### src/rtl/reaction_pkg.sv
// Shared types and constants for the multi-player reaction timer.
package reaction_pkg;

    typedef enum logic [2:0] {IDLE, LIGHTS, HOLD, TIMING, DONE} state_t;

    // Fibonacci taps for x^16+x^14+x^13+x^11+1 (bits 15,13,12,10)
    localparam logic [15:0] LFSR_TAPS = 16'hB400;
    localparam logic [15:0] LFSR_SEED = 16'hFFFF;

    function automatic logic [15:0] lfsr_next(input logic [15:0] s);
        return {s[14:0], ^(s & LFSR_TAPS)};
    endfunction

endpackage

### src/rtl/reaction_timer_mp_ms_tick.sv
// Millisecond tick divider: one-cycle tick every TICK_DIV clocks, restartable.
module ms_tick #(
    parameter int unsigned TICK_DIV = 50000
) (
    input  logic clk,
    input  logic rst,
    input  logic restart,
    output logic tick
);

    localparam int unsigned CW = $clog2(TICK_DIV);
    localparam logic [CW-1:0] LAST = CW'(TICK_DIV - 1);

    logic [CW-1:0] count;

    always_ff @(posedge clk or posedge rst) begin
        if (rst)
            count <= '0;
        else if (restart || count == LAST)
            count <= '0;
        else
            count <= count + 1'b1;
    end

    assign tick = (count == LAST);

endmodule

### src/rtl/reaction_timer_mp.sv
// Multi-player reaction timer: light sequence, random hold, per-player timing,
// false-start detection, winner selection and best-time tracking.
module reaction_timer_mp
    import reaction_pkg::*;
#(
    parameter int unsigned N_PLAYERS    = 2,
    parameter int unsigned N_LIGHTS     = 10,
    parameter int unsigned TICK_DIV     = 50000,
    parameter int unsigned LIGHT_MS     = 500,
    parameter int unsigned MIN_DELAY_MS = 250,
    parameter int unsigned DELAY_W      = 11,
    parameter int unsigned TIME_W       = 16,
    localparam int unsigned WIN_W = (N_PLAYERS > 1) ? $clog2(N_PLAYERS) : 1
) (
    input  logic                          clk,
    input  logic                          rst,
    input  logic                          start,
    input  logic                          clr_best,
    input  logic [N_PLAYERS-1:0]          react,
    output logic [N_LIGHTS-1:0]           ledr,
    output logic                          busy,
    output logic                          done,
    output logic [N_PLAYERS*TIME_W-1:0]   rtime,
    output logic [N_PLAYERS-1:0]          valid,
    output logic [N_PLAYERS-1:0]          false_start,
    output logic [WIN_W-1:0]              winner,
    output logic                          win_valid,
    output logic [TIME_W-1:0]             best_time
);

    localparam int unsigned DLY_MAX = MIN_DELAY_MS + (1 << DELAY_W) - 1;
    localparam int unsigned PH_MAX  = (DLY_MAX > LIGHT_MS) ? DLY_MAX : LIGHT_MS;
    localparam int unsigned PH_W    = $clog2(PH_MAX + 1);
    localparam int unsigned ST_W    = (N_LIGHTS > 1) ? $clog2(N_LIGHTS) : 1;

    state_t              state, state_nxt;
    logic [15:0]         lfsr;
    logic                tick, restart;
    logic [PH_W-1:0]     phase, delay;
    logic [PH_W:0]       phase_inc;
    logic [ST_W-1:0]     step;
    logic [TIME_W-1:0]   tcnt;
    logic [N_PLAYERS-1:0] react_q, rise, fs_set;
    logic                start_ok, phase_last, lights_done, hold_done;
    logic                all_fs, timing_exit, done_entry;
    logic [TIME_W-1:0]   min_time;
    logic [WIN_W-1:0]    min_idx;
    logic                min_found;

    logic [TIME_W-1:0]   rt_q [N_PLAYERS];
    logic                vl_q [N_PLAYERS];
    logic                fs_q [N_PLAYERS];

    ms_tick #(.TICK_DIV(TICK_DIV)) u_tick (
        .clk     (clk),
        .rst     (rst),
        .restart (restart),
        .tick    (tick)
    );

    assign start_ok    = start && (state == IDLE || state == DONE);
    assign phase_last  = tick && (phase == PH_W'(LIGHT_MS - 1));
    assign lights_done = phase_last && (step == ST_W'(N_LIGHTS - 1));
    assign phase_inc   = {1'b0, phase} + 1'b1;
    assign hold_done   = tick && (phase_inc >= {1'b0, delay});
    assign rise        = react & ~react_q;
    assign fs_set      = rise & {N_PLAYERS{state == LIGHTS || state == HOLD}};
    assign all_fs      = &(false_start | fs_set);
    assign timing_exit = (&(valid | false_start)) || (tcnt == '1);
    assign busy        = (state == LIGHTS) || (state == HOLD) || (state == TIMING);

    always_ff @(posedge clk or posedge rst) begin
        if (rst)
            state <= IDLE;
        else
            state <= state_nxt;
    end

    always_comb begin
        state_nxt = state;
        restart   = 1'b0;
        case (state)
            IDLE, DONE: begin
                if (start) begin
                    state_nxt = LIGHTS;
                    restart   = 1'b1;
                end
            end
            LIGHTS: begin
                if (all_fs)           state_nxt = DONE;
                else if (lights_done) state_nxt = HOLD;
            end
            HOLD: begin
                if (all_fs) state_nxt = DONE;
                else if (hold_done) begin
                    state_nxt = TIMING;
                    restart   = 1'b1;
                end
            end
            TIMING: begin
                if (timing_exit) state_nxt = DONE;
            end
            default: state_nxt = IDLE;
        endcase
    end

    assign done_entry = (state_nxt == DONE) && (state != DONE);

    always_ff @(posedge clk or posedge rst) begin
        if (rst) begin
            lfsr    <= LFSR_SEED;
            react_q <= '0;
            phase   <= '0;
            delay   <= '0;
            step    <= '0;
            tcnt    <= '0;
            ledr    <= '0;
        end else begin
            lfsr    <= lfsr_next(lfsr);
            react_q <= react;
            case (state)
                IDLE, DONE: begin
                    if (start) begin
                        ledr  <= N_LIGHTS'(1);
                        phase <= '0;
                        step  <= '0;
                    end
                end
                LIGHTS: begin
                    if (all_fs)
                        ledr <= '0;
                    else if (phase_last) begin
                        phase <= '0;
                        if (lights_done)
                            delay <= PH_W'(MIN_DELAY_MS) + PH_W'(lfsr[DELAY_W-1:0]);
                        else begin
                            step <= step + 1'b1;
                            ledr <= (ledr << 1) | N_LIGHTS'(1);
                        end
                    end else if (tick)
                        phase <= phase + 1'b1;
                end
                HOLD: begin
                    if (all_fs)
                        ledr <= '0;
                    else if (hold_done) begin
                        ledr <= '0;
                        tcnt <= '0;
                    end else if (tick)
                        phase <= phase + 1'b1;
                end
                TIMING: begin
                    if (tick && tcnt != '1)
                        tcnt <= tcnt + 1'b1;
                end
                default: ;
            endcase
        end
    end

    // A press on the saturating cycle is dropped so results settle before DONE entry
    for (genvar i = 0; i < N_PLAYERS; i++) begin : g_player
        logic cap;
        assign cap = rise[i] && state == TIMING && !timing_exit && !vl_q[i] && !fs_q[i];

        always_ff @(posedge clk or posedge rst) begin
            if (rst) begin
                rt_q[i] <= '0;
                vl_q[i] <= 1'b0;
                fs_q[i] <= 1'b0;
            end else if (start_ok) begin
                rt_q[i] <= '0;
                vl_q[i] <= 1'b0;
                fs_q[i] <= 1'b0;
            end else begin
                if (fs_set[i])
                    fs_q[i] <= 1'b1;
                if (cap) begin
                    rt_q[i] <= tcnt;
                    vl_q[i] <= 1'b1;
                end else if (state == TIMING && timing_exit && !vl_q[i])
                    rt_q[i] <= '1;
            end
        end

        assign rtime[i*TIME_W +: TIME_W] = rt_q[i];
        assign valid[i]                  = vl_q[i];
        assign false_start[i]            = fs_q[i];
    end

    always_comb begin
        min_time  = '1;
        min_idx   = '0;
        min_found = 1'b0;
        for (int unsigned i = 0; i < N_PLAYERS; i++) begin
            if (vl_q[i] && (!min_found || rt_q[i] < min_time)) begin
                min_time  = rt_q[i];
                min_idx   = WIN_W'(i);
                min_found = 1'b1;
            end
        end
    end

    always_ff @(posedge clk or posedge rst) begin
        if (rst) begin
            done      <= 1'b0;
            winner    <= '0;
            win_valid <= 1'b0;
            best_time <= '1;
        end else begin
            if (start_ok) begin
                done      <= 1'b0;
                win_valid <= 1'b0;
                winner    <= '0;
            end else if (done_entry) begin
                done      <= 1'b1;
                winner    <= min_idx;
                win_valid <= min_found;
            end
            if (clr_best)
                best_time <= '1;
            else if (done_entry && min_found && min_time < best_time)
                best_time <= min_time;
        end
    end

endmodule
### config.mk
export PLATFORM = sky130hd
export DESIGN_NAME = reaction_timer_mp
export DESIGN_NICKNAME = d
export VERILOG_FILES = /design/src/rtl/reaction_pkg.sv /design/src/rtl/reaction_timer_mp_ms_tick.sv /design/src/rtl/reaction_timer_mp.sv
export SDC_FILE = /design/constraint.sdc
export NUM_CORES = 1
export LEC_CHECK = 0
export ABC_CLOCK_PERIOD_IN_PS = 11300
export CAP_MARGIN = 5
export CORE_ASPECT_RATIO = 1.75
export CORE_UTILIZATION = 55
export CTS_CLUSTER_DIAMETER = 40
export CTS_CLUSTER_SIZE = 14
export DETAILED_ROUTE_END_ITERATION = 8
export GPL_TIMING_DRIVEN = 0
export PLACE_DENSITY = 0.87
export SYNTH_ARGS = -nofsm -noshare
export SYNTH_HDL_FRONTEND = slang
export SYNTH_SLANG_ARGS = --single-unit
### constraint.sdc
create_clock -name clk -period 11.3 [get_ports clk]
set_input_delay 2.26 -clock clk [delete_from_list [all_inputs] [get_ports clk]]
set_output_delay 2.26 -clock clk [all_outputs]
set_load 0.03 [all_outputs]
---- Yosys cells after proc, flatten, opt, wreduce, memory -nomap -nowiden ----
Index checks and enable logic that the tools add are counted.
storage, ports and cells
  output and inout bits ................... 66
  input bits .............................. 6
  flip-flop bits (word level) ............. 146
  word-level logic and storage cells ...... 171
operators by class
  mux-type cells .......................... 62
  add/subtract/negate cells ............... 6
  eq/ne operators ......................... 22
  $lt $le $gt $ge ......................... 3
  reduce and logical (&&, ||, !) cells .... 53
  bitwise logic cells ..................... 6
operators with widths
  kind                     number
  $mux W16                 14
  $mux W12                 6
  $mux W10                 6
  $pmux W12 S3             1
  $add A16 B1 Y16 const B  2
  $eq A16 B16 Y1 const B   2
  $lt A16 B16 Y1           2
  $pmux W16 S2             1
  $pmux W10 S3             1
  $logic_and A1 B1 Y1      20
  $mux W1                  20
  $mux W3                  6
  $mux W4                  4
  $ne A16 B16 Y1 const B   1
  $ne A2 B2 Y1 const B     8
  $reduce_bool A2 Y1       8
  $reduce_xor A16 Y1       1
  $reduce_and A5 Y1        3
  $add A12 B1 Y13 const B  1
  $ge A13 B12 Y1           1
  $add A12 B1 Y12 const B  1
  $add A8 B11 Y12 const A  1
  $eq A12 B9 Y1 const B    1
  $ne A3 B3 Y1 const B     4
  other kinds (19)         37

---- Logic depth before layout (Yosys ltp) ----
Gate-level depths: netlist of run 1.
  depth in word-level cells ............... 13
  gate-level depth with buffers ........... 21
  depth with buffers taken out ............ 16

---- Modules after synthesis ----
From an unflattened synthesis of run 1, not the netlist that was laid out.
unflattened totals
  cell total of the unflattened synthesis .. 795
  area, all modules ....................... 8119.0 um^2
modules (own cells, without submodules)
  module             area each (um^2)  seq. area each (um^2)  cells each  instances
  reaction_timer_mp  7257.0            3293.2                 712         1
  ms_tick            862.1             400.4                  83          1

---- Worst setup path before layout of run 1 ----
No wires, ideal clock.
  path type ............................... reg2reg
  start point ............................. reg vl_q (netlist bit valid[0])
  end point ............................... reg best_time[15]
  required time ........................... 11225 ps
  path slack .............................. 6681 ps
  arrival ................................. 4544 ps
  setup time .............................. 75 ps
  stages on the path, launching flop included .. 22
  clock period less this slack ............ 4619 ps
  path through ............................ dfrtp_1 > clkinv_1 > clkbuf_1 > nor2_1 > ha_1 > a21o_1 > a221oi_2 > o31ai_1 > o31a_1 > buf_6 > clkbuf_1 > o22a_1 > ha_1 > nand3_1 > nor2_1 > nand2_1 > or4_1 > nand3_1 > o21a_1 > buf_6 > buf_12 > mux2i_1
on the way
  word-level cells in the longest chain between the ends .. 10
  elaborated cells between the ends (all ways) .. 21
  classes of those cells .................. order compare (2); eq/ne (1); mux (8); bitwise (1); reduce/logical (9)
ends and longest elaborated chain
  element                                                                  RTL line                  RTL
  start, declared                                                          reaction_timer_mp.sv:51   logic vl_q [N_PLAYERS];
  start signal, assigned by index                                          reaction_timer_mp.sv:169  vl_q[i] <= 1'b0;
  start signal, assigned by index                                          reaction_timer_mp.sv:173  vl_q[i] <= 1'b0;
  start signal, assigned by index                                          reaction_timer_mp.sv:180  vl_q[i] <= 1'b1;
  parallel branches: the longest is 10 deep, another holds $lt A16 B16 Y1  --
  end signal, assigned                                                     reaction_timer_mp.sv:223  best_time <= min_time;
  end, declared                                                            reaction_timer_mp.sv:28   output logic [TIME_W-1:0] best_time
Several ways; the timed one is not identified. The select of a mux whose other input is x is not followed.
A chain may end at the register's enable or synchronous reset.

---- Worst setup path in the final report of run 1 ----
Same ends and word-level chain as after synthesis.

==> results of run 1 <==
## registers in the layout, summed over array words and instances, names as in the netlist
signal and count:
best_time 16, delay 12, done 1, false_start 2
ledr 10, lfsr 16, phase 12, react_q 2
rtime 32, state 3, step 4, tcnt 16
u_tick.count 16, valid 2, win_valid 1, winner 1
## per-layer routing
layer / up-vias / global-route usage (%) / routed length [um] / part of all wire (%)
met2: 271 / 51.3 / 11000 / 55
met5: - / 0 / 0 / 0
met1: 3242 / 27.4 / 6880 / 34
li1: 3012 / - / - / -
met4: 0 / 19.4 / 1310 / 6.6
met3: 99 / 5.23 / 743 / 3.7
## cell type report
cell class | instances | area (um2) | area share (%)
inverters | 54 | 208 | 2.18
well taps | 177 | 221 | 2.32
multi-input cells | 568 | 3890 | 40.8
flip-flops and latches | 146 | 3690 | 38.7
repair buffers | 72 | 738 | 7.73
clock buffers | 21 | 460 | 4.82
clock inverters | 11 | 154 | 1.61
plain buffers | 35 | 180 | 1.89
## worst register-to-register path, stage by stage, from the launching register on
cell and delay, ns:
sky130_fd_sc_hd__dfrtp_1 0.59, sky130_fd_sc_hd__clkinv_1 0.43, sky130_fd_sc_hd__clkbuf_1 0.36, sky130_fd_sc_hd__nor2_1 0.19
sky130_fd_sc_hd__ha_1 0.27, sky130_fd_sc_hd__a21o_1 0.20, sky130_fd_sc_hd__a221oi_2 0.34, sky130_fd_sc_hd__o31ai_1 0.21
sky130_fd_sc_hd__o31ai_2 0.71, sky130_fd_sc_hd__clkbuf_1 0.54, sky130_fd_sc_hd__o22a_1 0.25, sky130_fd_sc_hd__ha_1 0.24
sky130_fd_sc_hd__a211oi_1 0.27, sky130_fd_sc_hd__nor2_1 0.09, sky130_fd_sc_hd__o31ai_1 0.41, sky130_fd_sc_hd__o211a_1 0.25
sky130_fd_sc_hd__nand4_1 0.12, sky130_fd_sc_hd__o21a_1 0.24, sky130_fd_sc_hd__buf_6 0.15, sky130_fd_sc_hd__buf_12 0.15
sky130_fd_sc_hd__mux2i_1 0.16
## cell families (layout without fill, tap and decap cells)
logic type	Yosys count	count (layout)	share of synthesized area, %
simple gates	288	288	16.8
fa+ha+maj	48	48	7.54
buf+inv	89	193	4.81
mux	30	30	3.82
compound gates	156	156	15.6
flops	146	146	46.4
xor+xnor	46	46	5.06
## worst min-delay path by stage
stage / from / to / slack, ns / cells after the start
2_1_floorplan: lfsr[11] / lfsr[12] / 0.35 / 0
3_3_place_gp: lfsr[14] / lfsr[15] / 0.35 / 0
3_5_place_dp: lfsr[11] / lfsr[12] / 0.35 / 0
4_1_cts: lfsr[11] / lfsr[12] / 0.36 / 0
5_1_grt: lfsr[11] / lfsr[12] / 0.36 / 0
6_report: lfsr[11] / lfsr[12] / 0.36 / 0
## placed cells by master (no fill, tap or decap), types with 5 or more instances in the layout
cell / instances
sky130_fd_sc_hd__xnor2_1: 22
sky130_fd_sc_hd__o22a_1: 17
sky130_fd_sc_hd__or3_1: 6
sky130_fd_sc_hd__nor3_1: 9
sky130_fd_sc_hd__inv_1: 52
sky130_fd_sc_hd__o22ai_1: 11
sky130_fd_sc_hd__a211oi_1: 5
sky130_fd_sc_hd__nand3_1: 20
sky130_fd_sc_hd__buf_2: 8
sky130_fd_sc_hd__o21ai_0: 15
sky130_fd_sc_hd__nand4_1: 13
sky130_fd_sc_hd__xor2_1: 24
sky130_fd_sc_hd__a21oi_1: 28
sky130_fd_sc_hd__clkbuf_1: 25
sky130_fd_sc_hd__a21o_1: 13
sky130_fd_sc_hd__ha_1: 48
sky130_fd_sc_hd__clkdlybuf4s50_1: 71
sky130_fd_sc_hd__o221a_2: 20
sky130_fd_sc_hd__nor2_1: 123
sky130_fd_sc_hd__o2bb2ai_1: 7
sky130_fd_sc_hd__nand2_1: 62
sky130_fd_sc_hd__dfrtp_1: 114
sky130_fd_sc_hd__mux2i_1: 27
sky130_fd_sc_hd__and4_1: 5
sky130_fd_sc_hd__or2_2: 6
sky130_fd_sc_hd__nand2b_1: 6
sky130_fd_sc_hd__and3_1: 19
sky130_fd_sc_hd__dfstp_2: 32
sky130_fd_sc_hd__clkbuf_16: 17
## power by group
part	leakage [nW]	switching (mW)	total (mW)	internal, mW
logic	2.45	0.272	0.472	0.199
registers	1.76	0.0668	0.651	0.584
clock network	0.294	0.220	0.581	0.361
total	4.51	0.559	1.70	1.14
==> impl_metrics.json, run 1 <==
{
  "status": "complete, no violations",
  "cp.buffers_inverters": 5,
  "die_width_um": 93.0,
  "dominant_synthesized_flop_cell": "sky130_fd_sc_hd__dfrtp_1",
  "grt_setup_unrepaired": "no",
  "timing.fmax_ghz": 0.160,
  "cts_num_sinks": 146,
  "insertedDiodeCount": 0,
  "layout.nets": 948,
  "die_h_um": 161,
  "path_delay_family": "compound AO/OA/AOI/OAI gates",
  "yosys_register_bits": 146,
  "finish_stage_setup_viols": 0,
  "cts_post_setup_buffers_inserted": 0,
  "power.total_mw": 1.70,
  "initial_utilization_pct": 57.0,
  "yosys.cell_count.top_type": "sky130_fd_sc_hd__nor2_1",
  "num-fill-cells": 1066,
  "drive_gt1_share_pct": 13.1,
  "syn-instance-count": 803,
  "cts-resized-gates": 0,
  "final-hold-violation-count": 0,
  "pre_cts_ws_ns": 5.44,
  "max_stage_delay_ns": 0.71,
  "path_class": "flip-flop to flip-flop",
  "finalWorstSetupSlack_ns": 5.05,
  "hpwlAfterDp_um": 14400,
  "power.density_mw_per_mm2": 178,
  "numCtsBuffers": 17,
  "path_depth": 20,
  "place_inst": 1052,
  "floorplan.core_area_mm2": 0.0140,
  "crit_end": "best_time[15]",
  "detail_route.drc_violations": 0,
  "area_delta_synth_final_pct": 19.8,
  "cts_max_level": 4,
  "dr.first_iter.drc_count": 429,
  "postPlaceCellArea_mm2": 0.00893,
  "clk_root_buffer_cell": "sky130_fd_sc_hd__clkbuf_16",
  "finalWeightedCongestion": 0.939,
  "drv.max_cap_violation_count": 0,
  "tritoncts_clock_tree": "yes",
  "reg2reg_slack_ns": 5.05,
  "pin_count_of_the_biggest_net_entering_global_routing": 76,
  "rr_worst_depth": 20,
  "timing.clock.skew_ns": 0.0108,
  "vdd_drop_max_uv": 102,
  "synth_top_cell_area_share_pct": 35.8,
  "timing.critical_path.cells": "clkinv_1 > clkbuf_1 > nor2_1 > ha_1 > a21o_1 > a221oi_2 > o31ai_1 > o31ai_2 > clkbuf_1 > o22a_1 > ha_1 > a211oi_1 > nor2_1 > o31ai_1 > o211a_1 > nand4_1 > o21a_1 > buf_6 > buf_12 > mux2i_1",
  "timing.rr.start": "valid[0]",
  "cts-hold-fix-buffers": 0,
  "drt_pre_antenna_iters": 5,
  "synthesis.nets": 857,
  "timing_worst_slew_pin_value_ns": 0.746,
  "worst_setup_sp_type": "flip-flop",
  "critical_path_peak_fanout": 10,
  "grt_pass1_wl_um": 32400,
  "total_leakage_power_nw": 4.51,
  "grt_antenna_before_repair": 0,
  "finalInstanceArea_mm2": 0.00955,
  "post-route-util_pct": 68.3,
  "synth_async_sr_flop_share_pct": 100,
  "worst_hold_slack_ns": 0.355,
  "min-delay-path-class": "flip-flop to flip-flop",
  "synth_seq_area_share_pct": 46.4,
  "mappedNetlistArea_mm2": 0.00797,
  "slew-limit-headroom_pct": 50.0,
  "ys_top_cells_by_area": "sky130_fd_sc_hd__dfrtp_1, sky130_fd_sc_hd__dfstp_2, sky130_fd_sc_hd__ha_1, sky130_fd_sc_hd__nor2_1, sky130_fd_sc_hd__mux2i_1",
  "final_antenna_net_count": 0,
  "post-route-period-util_pct": 55.3,
  "fp-row-count": 57,
  "clk-insertion-delay-late_ns": 0.42,
  "synth_edf_count": 0,
  "worstPathRequired_ns": 11.64,
  "io_pins": 72,
  "synth_top_cell_by_area": "sky130_fd_sc_hd__dfrtp_1",
  "layout.cells.non_filler": 1084,
  "clk_path_buf_depth": 2,
  "yosys.cell_types.count": 66,
  "avgViaCountPerCell": 6.11,
  "synth-warning-count": 0,
  "buffer_ports.inserted": 71,
  "crit_path_end_kind": "flip-flop",
  "critical_path_arrival_ns": 6.59,
  "critical_path.slowest_cell": "sky130_fd_sc_hd__o31ai_2",
  "grt_usage_pct": 27.9,
  "post_synth.cell_area_avg_um2": 9.92,
  "fin_setup_tns_ns": 0,
  "report.final.slew_viol_count": 0,
  "period_needed_ns": 6.25,
  "critical_path.startpoint": "valid[0]",
  "rr_endpoint": "best_time[15]",
  "ys_top_cells_by_count": "sky130_fd_sc_hd__nor2_1, sky130_fd_sc_hd__dfrtp_1, sky130_fd_sc_hd__nand2_1",
  "wl_per_cell_um": 18.4,
  "grt_pass1_vias": 6801,
  "via_count": 6624,
  "wirelength_um": 20000,
  "clk_pin_slew_worst_paths_ns": 0.06,
  "grt-ovfl-total": 0,
  "die-area_mm2": 0.0150
}
(Power assumes the default switching activity.)
==> run 2: changes to the inputs <==
ABC_CLOCK_PERIOD_IN_PS = 5800   (was 11300)
clock period = 5.8 ns   (was 11.3 ns; I/O delays follow)
==> run 2 against run 1 <==
Final cell count is essentially flat. Total power is 95% higher. Combinational power up 94%. Register-to-register slack worse by 4.7 ns. Via count rose by 0.15%. Sequential power increased by 95%. Clock skew down 0.0015 ns. Sequential share of layout area fell by 0.058 points. Count of clock-buffer cells in the layout unchanged. Largest power group unchanged. Highest routed layer unchanged.
==> impl_metrics.json, run 2 (same netlist as run 1, synthesis figures left out) <==
{
  "clk_pin_slew_worst_paths_ns": 0.06,
  "power.density_mw_per_mm2": 347,
  "drt_pre_antenna_iters": 6,
  "final-hold-violation-count": 0,
  "place_inst": 1052,
  "seq_power_share_pct": 38.2,
  "timing.critical_path.cells": "clkinvlp_4 > nor2_1 > ha_1 > and3_1 > a221oi_2 > o31ai_2 > o31ai_4 > clkbuf_2 > o22a_1 > ha_1 > a211oi_1 > nor2_1 > o31ai_1 > o211a_1 > nand4_1 > o21a_1 > buf_6 > buf_12 > a21oi_1",
  "die-area_mm2": 0.0150,
  "layout_commonest_cell": "sky130_fd_sc_hd__nor2_1",
  "switching_share_pct": 32.8,
  "die_h_um": 161,
  "slew-limit-headroom_pct": 54.0,
  "grt_pass1_vias": 6803,
  "wirelength_um": 20100,
  "initial_utilization_pct": 57.0,
  "min_path_cells": 0,
  "rr_endpoint": "best_time[0]",
  "cp.buffers_inverters": 4,
  "finalWeightedCongestion": 0.939,
  "wl_per_cell_um": 18.5,
  "timing.rr.start": "valid[0]",
  "cts-hold-fix-buffers": 0,
  "path_delay_family": "compound AO/OA/AOI/OAI gates",
  "numCtsBuffers": 17,
  "clk_root_buffer_cell": "sky130_fd_sc_hd__clkbuf_16",
  "critical_path_arrival_ns": 5.82,
  "hold_path.startpoint": "lfsr[11]",
  "dr.first_iter.drc_count": 416,
  "via_count": 6634,
  "most-common-layout-cells": "sky130_fd_sc_hd__nor2_1, sky130_fd_sc_hd__dfrtp_1, sky130_fd_sc_hd__clkdlybuf4s50_1, sky130_fd_sc_hd__nand2_1, sky130_fd_sc_hd__inv_1",
  "grt-ovfl-total": 0,
  "insertedDiodeCount": 0,
  "grt_usage_pct": 28.0,
  "pin_count_of_the_biggest_net_entering_global_routing": 76,
  "critical_path_peak_fanout": 17,
  "netSwitchingPower_mw": 1.09,
  "cts_num_sinks": 146,
  "total_leakage_power_nw": 4.52,
  "detail_route.drc_violations": 0,
  "vdd_drop_max_uv": 202,
  "clk-insertion-delay-late_ns": 0.42,
  "critical_path.slowest_cell": "sky130_fd_sc_hd__o31ai_4",
  "cellInternalPower_mw": 2.23,
  "whs_endpoint": "lfsr[12]",
  "max_stage_delay_ns": 0.53,
  "drive_gt1_share_pct": 13.7,
  "crit_path_end_kind": "flip-flop",
  "timing_worst_slew_pin_value_ns": 0.691,
  "buffer_ports.inserted": 71,
  "timing.fmax_ghz": 0.182,
  "finish_stage_setup_viols": 0,
  "grt_setup_unrepaired": "no",
  "period_needed_ns": 5.48,
  "hpwlAfterDp_um": 14400,
  "rr_worst_depth": 19,
  "clk_path_buf_depth": 2,
  "power.clock.fraction_pct": 34.2,
  "tritoncts_clock_tree": "yes",
  "post-route-period-util_pct": 94.5,
  "status": "complete, no violations",
  "die_width_um": 93.0,
  "timing.clock.skew_ns": 0.00930,
  "path_class": "flip-flop to flip-flop",
  "reg2reg_slack_ns": 0.32,
  "area_delta_synth_final_pct": 20.0,
  "worst_setup_sp_type": "flip-flop",
  "worstPathRequired_ns": 6.14,
  "report.final.slew_viol_count": 0,
  "grt_antenna_before_repair": 0,
  "cts_max_level": 4,
  "io_pins": 72,
  "floorplan.core_area_mm2": 0.0140,
  "grt_pass1_wl_um": 32500,
  "worst_hold_slack_ns": 0.355,
  "layout.nets": 947,
  "drv.max_cap_violation_count": 0,
  "fp-row-count": 57,
  "min-delay-path-class": "flip-flop to flip-flop",
  "layout.cells.non_filler": 1083,
  "avgViaCountPerCell": 6.13,
  "final_antenna_net_count": 0,
  "largest_reg_flops": 32,
  "combinationalPowerShare_pct": 27.6
}
-- run 2: cell types whose count changed in the layout (fill, tap and decap cells not counted), sizes merged --
| cell | change |
|---|---|
| clkinv | -1 |
| clkbuf | -1 |
| clkinvlp | +1 |
-- run 2: stage by stage --
step	instance area, um2	worst slack, ns	power (mW)	utilization, %	TNS (ns)
3_3_place_gp	8900	-1.13	2.17	63.7	-127.55
5_1_grt	9560	0.119	3.45	68.4	0
6_report	9560	0.317	3.32	68.4	0
4_1_cts	9560	0.0864	3.32	68.4	0
3_5_place_dp	8930	-0.0620	2.19	63.9	-0.416
2_1_floorplan	7970	0.770	1.85	-	0
-- run 2: area by class of cell --
class	instances	area [um2]
inverters	54	211
clock buffers	21	460
repair buffers	72	738
clock inverters	11	154
flip-flops and latches	146	3690
plain buffers	34	179
fillers	1062	4420
well taps	177	221
multi-input cells	568	3900
-- run 2: per-layer routing --
layer | part of all wire, % | global-route usage [%]
met2 | 55 | 52.0
met1 | 35 | 27.7
met5 | 0 | 0
met4 | 6.4 | 18.3
met3 | 3.9 | 5.13
-- run 2: how the worst max path moves through the flow --
stage | slack [ns] | cells after the start | end | from
floorplan | 0.77 | 1 | delay[0] | rst
global placement | -1.13 | 2 | ledr[8] | rst
detailed placement | -0.06 | 20 | best_time[15] | valid[0]
CTS | 0.09 | 21 | best_time[15] | valid[0]
global route | 0.12 | 19 | best_time[15] | valid[0]
finish | 0.32 | 19 | best_time[0] | valid[0]
-- run 2: power by group through the flow --
stage | sequential, mW | clock [mW] | combinational (mW)
finish | 1.27 | 1.13 | 0.918
global route | 1.28 | 1.20 | 0.979
CTS | 1.26 | 1.15 | 0.916
detailed placement | 1.28 | 0 | 0.908
global placement | 1.27 | 0 | 0.892
floorplan | 1.42 | 0 | 0.431
-- run 2: what timing repair did --
item | in CTS | in global routing
pin swaps | 0 | 0
resized for setup | 3 | 4
setup endpoints to repair | 16 | 16
setup buffers | 0 | 0
